### config.mk
export PLATFORM = sky130hd
export DESIGN_NAME = rcas_serial_seq_flat
export DESIGN_NICKNAME = d
export VERILOG_FILES = /design/src/rtl/rcas_serial_seq_if.sv /design/src/rtl/rcas_serial_seq.sv /design/src/flat_wrapper.sv
export SDC_FILE = /design/constraint.sdc
export NUM_CORES = 1
export LEC_CHECK = 0
export CAP_MARGIN = 25
export CORE_UTILIZATION = 52
export CTS_CLUSTER_SIZE = 12
export DETAILED_ROUTE_END_ITERATION = 16
export PLACE_DENSITY = 0.8
export SYNTH_ARGS = -nofsm -noshare
export SYNTH_HDL_FRONTEND = slang
export SYNTH_HIERARCHICAL = 1
export SYNTH_SLANG_ARGS = --single-unit
export TNS_END_PERCENT = 50
### constraint.sdc
create_clock -name clk -period 3.05 [get_ports clk]
set_clock_uncertainty 0.2 [all_clocks]
set_input_delay 0.305 -clock clk [delete_from_list [all_inputs] [get_ports clk]]
set_output_delay 0.305 -clock clk [all_outputs]
set_load 0.005 [all_outputs]
### src/rtl/rcas_serial_seq_if.sv
// Handshake/bus bundle for rcas_serial_seq: request side (in_*, a, b, sel)
// and result side (out_*, result, status flags).
interface rcas_serial_seq_if #(
  parameter int WIDTH = 32
);
  logic             in_valid;
  logic             in_ready;
  logic [WIDTH-1:0] a;
  logic [WIDTH-1:0] b;
  logic             sel;
  logic             out_valid;
  logic             out_ready;
  logic [WIDTH-1:0] result;
  logic             c_out;
  logic             ovf;
  logic             zero;
  logic             neg;

  modport master (
    output in_valid, a, b, sel, out_ready,
    input  in_ready, out_valid, result, c_out, ovf, zero, neg
  );

  modport slave (
    input  in_valid, a, b, sel, out_ready,
    output in_ready, out_valid, result, c_out, ovf, zero, neg
  );
endinterface

### src/rtl/rcas_serial_seq.sv
// Digit-serial add/subtract sequencer around one 4-bit ripple-carry slice.
// Optional macro RCAS_SEQ_FLAGS_EN: when defined, ovf/zero/neg are computed
// and registered with the result; otherwise they are tied to 0.

// 4-bit ripple-carry adder/subtractor slice; sub inverts b, c_in supplies +1.
module rcas_4bit (
  input  logic [3:0] a,
  input  logic [3:0] b,
  input  logic       sub,
  input  logic       c_in,
  output logic [3:0] sum,
  output logic       c_out
);
  logic [3:0] bx;
  logic [4:0] c;

  // Ripple the carry through four full adders.
  always_comb begin
    bx   = b ^ {4{sub}};
    c    = '0;
    sum  = '0;
    c[0] = c_in;
    for (int i = 0; i < 4; i++) begin
      sum[i]   = a[i] ^ bx[i] ^ c[i];
      c[i+1]   = (a[i] & bx[i]) | (c[i] & (a[i] ^ bx[i]));
    end
    c_out = c[4];
  end
endmodule

// state | meaning
// IDLE  | ready for a new operation (in_ready high)
// RUN   | one nibble per cycle through the slice, LSB nibble first
// DONE  | result registers valid, waiting for out_ready
module rcas_serial_seq #(
  parameter int WIDTH = 32
) (
  input logic               clk,
  input logic               rst,
  rcas_serial_seq_if.slave  bus
);
  localparam int N  = WIDTH / 4;
  localparam int CW = $clog2(N) + 1;

  typedef enum logic [1:0] {IDLE, RUN, DONE} state_t;

  state_t           state;
  logic [WIDTH-1:0] a_sh;
  logic [WIDTH-1:0] b_sh;
  logic [WIDTH-1:0] r_sh;
  logic             sel_q;
  logic             carry;
  logic [CW-1:0]    cnt;
  logic [3:0]       dig;
  logic             dig_c;
  logic [WIDTH-1:0] r_next;

`ifdef RCAS_SEQ_FLAGS_EN
  logic             a_msb;
  logic             b_msb;
`endif

  rcas_4bit u_slice (
    .a     (a_sh[3:0]),
    .b     (b_sh[3:0]),
    .sub   (sel_q),
    .c_in  (carry),
    .sum   (dig),
    .c_out (dig_c)
  );

  // The final nibble is still in flight on the DONE-entry edge, so the
  // output registers load from the post-shift value rather than r_sh.
  assign r_next = {dig, r_sh[WIDTH-1:4]};

  // Ready comes from registered state only; reset masks it.
  assign bus.in_ready = (state == IDLE) && !rst;

`ifndef RCAS_SEQ_FLAGS_EN
  assign bus.ovf  = 1'b0;
  assign bus.zero = 1'b0;
  assign bus.neg  = 1'b0;
`endif

  // Sequencer FSM with datapath shift registers and registered outputs.
  always_ff @(posedge clk) begin
    if (rst) begin
      state         <= IDLE;
      a_sh          <= '0;
      b_sh          <= '0;
      r_sh          <= '0;
      sel_q         <= 1'b0;
      carry         <= 1'b0;
      cnt           <= '0;
      bus.out_valid <= 1'b0;
      bus.result    <= '0;
      bus.c_out     <= 1'b0;
`ifdef RCAS_SEQ_FLAGS_EN
      a_msb         <= 1'b0;
      b_msb         <= 1'b0;
      bus.ovf       <= 1'b0;
      bus.zero      <= 1'b0;
      bus.neg       <= 1'b0;
`endif
    end else begin
      case (state)
        IDLE: begin
          if (bus.in_valid) begin
            a_sh  <= bus.a;
            b_sh  <= bus.b;
            sel_q <= bus.sel;
            carry <= bus.sel;
            cnt   <= '0;
            state <= RUN;
`ifdef RCAS_SEQ_FLAGS_EN
            a_msb <= bus.a[WIDTH-1];
            b_msb <= bus.b[WIDTH-1];
`endif
          end
        end
        RUN: begin
          a_sh  <= {4'b0000, a_sh[WIDTH-1:4]};
          b_sh  <= {4'b0000, b_sh[WIDTH-1:4]};
          r_sh  <= r_next;
          carry <= dig_c;
          cnt   <= cnt + CW'(1);
          if (cnt == CW'(N - 1)) begin
            state         <= DONE;
            bus.out_valid <= 1'b1;
            bus.result    <= r_next;
            bus.c_out     <= dig_c;
`ifdef RCAS_SEQ_FLAGS_EN
            bus.ovf  <= (a_msb == (b_msb ^ sel_q)) && (r_next[WIDTH-1] != a_msb);
            bus.zero <= (r_next == '0);
            bus.neg  <= r_next[WIDTH-1];
`endif
          end
        end
        DONE: begin
          if (bus.out_ready) begin
            state         <= IDLE;
            bus.out_valid <= 1'b0;
          end
        end
        default: state <= IDLE;
      endcase
    end
  end
endmodule

### src/flat_wrapper.sv
// flat-port wrapper written by rule: the top's interface ports become plain ports
module rcas_serial_seq_flat 
#(
  parameter int WIDTH = 32
)
  (clk, rst, bus_in_valid, bus_a, bus_b, bus_sel, bus_out_ready, bus_in_ready, bus_out_valid, bus_result, bus_c_out, bus_ovf, bus_zero, bus_neg);
  rcas_serial_seq_if #(.WIDTH(WIDTH)) bus_i ();
  input logic clk;
  input logic rst;
  input wire logic [$bits(bus_i.in_valid)-1:0] bus_in_valid;
  input wire logic [$bits(bus_i.a)-1:0] bus_a;
  input wire logic [$bits(bus_i.b)-1:0] bus_b;
  input wire logic [$bits(bus_i.sel)-1:0] bus_sel;
  input wire logic [$bits(bus_i.out_ready)-1:0] bus_out_ready;
  output wire logic [$bits(bus_i.in_ready)-1:0] bus_in_ready;
  output wire logic [$bits(bus_i.out_valid)-1:0] bus_out_valid;
  output wire logic [$bits(bus_i.result)-1:0] bus_result;
  output wire logic [$bits(bus_i.c_out)-1:0] bus_c_out;
  output wire logic [$bits(bus_i.ovf)-1:0] bus_ovf;
  output wire logic [$bits(bus_i.zero)-1:0] bus_zero;
  output wire logic [$bits(bus_i.neg)-1:0] bus_neg;
  assign bus_i.in_valid = bus_in_valid;
  assign bus_i.a = bus_a;
  assign bus_i.b = bus_b;
  assign bus_i.sel = bus_sel;
  assign bus_i.out_ready = bus_out_ready;
  assign bus_in_ready = bus_i.in_ready;
  assign bus_out_valid = bus_i.out_valid;
  assign bus_result = bus_i.result;
  assign bus_c_out = bus_i.c_out;
  assign bus_ovf = bus_i.ovf;
  assign bus_zero = bus_i.zero;
  assign bus_neg = bus_i.neg;
  rcas_serial_seq #(.WIDTH(WIDTH)) u_core (.clk(clk), .rst(rst), .bus(bus_i));
endmodule
==> reports/summary.txt <==
status = finished clean
Hold Buf Count CTS = 0
hold depth = 3
antenna violations before repair = 0
CTS max path bufs = 2
CP arrival = 2.76 ns
Routed WL per cell = 15.0 um
Static Leak = 2.67 nW
crit-path max cell delay = 0.46 ns
Vias/cell = 5.61
IO buf count = 103
worst reg-to-reg path cell count = 10
clock sinks = 134
Worst VDD drop = 0.371 mV
most common cell after layout, fill and taps aside = dfxtp_1
Area Overhead vs Synth = 25.8%
Top cell by count, worst path = fa_1
GPL Wtd Cong = 0.775
Tot Pwr = 0.00432 W
first-pass GRT wire length = 22.3 mm
DR iter-0 viols = 264
Root Driver = clkbuf_16
Post-synth EDFFs = 0
Post-CTS Setup Repair Bufs = 0
DP Wirelength = 8.67 mm
via count = 5,074
WL met1 = 5.84 mm
clock slew seen by the registers of the worst setup and hold paths = 0.06 ns
Ports = 107
total grt overflow = 0
Mapped Area = 0.00588 mm^2
H-tree depth = 4
Max FO, Critical Path = 5
ys flop type = dfxtp_1
CTS tree = yes
sequential share of the synthesized area = 0.456
Num CTS Buffers = 17
Hold Fails Final Rpt = 0
Seq pwr share = 0.439
syn avg cell area = 8.60 um^2
met2 wire len = 6.89 mm
Post-Syn Instances = 684
clock network fraction of design power = 0.444
min-delay src = bus_b[21]
number of synthesized register bits = 134
Highest Clock Rate = 371 MHz
Die X = 108 um
drt total wl = 13.6 mm
Setup TNS = 0 ns
Critical Path RT = 3.11 ns
Worst Max-Slew Pin Slew = 0.806 ns
Core ar. = 0.0109 mm^2
final core utilization = 0.677
YS warnings = 6
PwrDens = 583 mW/mm^2
ANT nets after route = 0
unrepaired setup endpoints after global routing = no
crit path launch = u_core/sel_q
net load switching power = 0.00118 W
max_slew headroom = 0.462
Post-CTS Resized = 0
commonest cells after routing, fill and taps aside = dfxtp_1 (134), nand2_1 (116), a21oi_1 (103), clkdlybuf4s50_1 (102), nor2_1 (69)
switching share of power = 0.274
pre-CTS setup slack = 0.420 ns
Yosys cell types = 35
# Max-Cap Violations = 0
number of global-route vias before repair = 4,882
largest net degree at the start of global routing = 93
worst-path cell chain = xnor2_1 > fa_1 > inv_1 > fa_1 > inv_1 > fa_1 > inv_1 > fa_1 > nand3_1 > a21oi_1
Pre-antenna DRT Iters = 5
Die ar. = 0.0117 mm^2
WHS = 0.246 ns
fin nets = 826
ys async rst share = 0
Diodes inserted = 0
met3 WL = 703 um
CP Launch Type = flip-flop
critical path class = reg2reg
Die H = 108 um
number of remaining DRC errors = 0
setup violators final = 0
Final period util = 0.885
Max Slew Vio Count = 0
DR top layer = met4
Hold Crit Class = in2reg
P_int = 0.00313 W
crit end category = flip-flop
worst r2r src = u_core/sel_q
Comb pwr share = 0.117
Clk Latency, worst-skew pair = 0.41 ns
Tmin final = 2.70 ns
fraction of layout cells with a size suffix above 1 = 0.136
Setup WS post-layout = 0.352 ns
Total GRT Usage = 0.241
critical path's slowest cell = dfxtp_1
initial core utilization = 0.538
site row count = 38
logic make-up after synthesis:
kind of cell             Yosys count  share of synthesized area
AND/OR/NAND/NOR                  229                      0.161
flip-flops                       134                      0.456
other                              1                   0.000637
adder cells (fa/ha/maj)            5                     0.0157
multiplexers                       2                    0.00340
buffers and inverters             82                     0.0768
AO/OA/AOI/OAI                    227                      0.280
XOR/XNOR                           4                    0.00595
critical path: cells and delay by family (launching register included):
family                     cells  cell delay (ns)
adders and majority gates      4             1.35
DFF                            1             0.46
buffers and inverters          3             0.21
xor gates and xnor gates       1             0.17
and+or+nand+nor                1             0.09
AOI/OAI and AO/OA              1             0.06
path summary, 6_finish.rpt:
path,end,slack (ns)
setup / recovery,u_core/bus.result[31],0.35
hold / removal,u_core/b_sh[21],0.25
setup reg to reg,u_core/bus.result[31],0.35
hold reg to reg,u_core/r_sh[4],0.26
routing by layer:
layer | vias to the layer above | track usage
met3 | 18 | 0.0663
met2 | 134 | 0.415
met4 | 0 | 0.0772
met5 | - | 0
li1 | 2512 | -
met1 | 2410 | 0.289
power by group through the flow:
stage	Sequential, W	Clock, W	Combinational [W]
floorplan	0.00191	0	0.000358
global placement	0.00193	0	0.000481
detailed placement	0.00193	0	0.000495
CTS	0.00190	0.00194	0.000503
global route	0.00190	0.00204	0.000553
finish	0.00190	0.00192	0.000504
area by class of cell:
type | instances | area, um^2
fillers | 887 | 3530
multi-input cells | 470 | 2760
flip-flops and latches | 134 | 2680
repair buffers | 118 | 1180
clock buffers | 17 | 425
well taps | 140 | 175
clock inverters | 15 | 136
inverters | 11 | 41.3
synthesized netlist by cell type, drive strengths merged (4+ instances only):
| cell | count | area, um^2 |
|---|---|---|
| a211oi | 56 | 566 |
| a21oi | 123 | 691 |
| a22oi | 8 | 60.1 |
| buf | 52 | 339 |
| clkbuf | 19 | 71.3 |
| dfxtp | 134 | 2680 |
| fa | 4 | 80.1 |
| inv | 11 | 41.3 |
| nand2 | 116 | 435 |
| nand3 | 35 | 175 |
| nor2 | 69 | 259 |
| o31ai | 34 | 255 |
registers in the layout (all words and copies together), names as in the netlist, 2 cells and up:
register,cells
u_core/a_sh,32
u_core/b_sh,32
u_core/bus.result,32
u_core/cnt,4
u_core/r_sh,28
u_core/state,2
metrics by stage:
| stage | instances | instance area (um^2) |
|---|---|---|
| 2_1_floorplan | 686 | 5890 |
| 3_3_place_gp | 873 | 6840 |
| 3_5_place_dp | 873 | 6840 |
| 4_1_cts | 905 | 7400 |
| 5_1_grt | 905 | 7400 |
| 6_report | 905 | 7400 |
No activity file was read; power rests on OpenSTA's default activity.
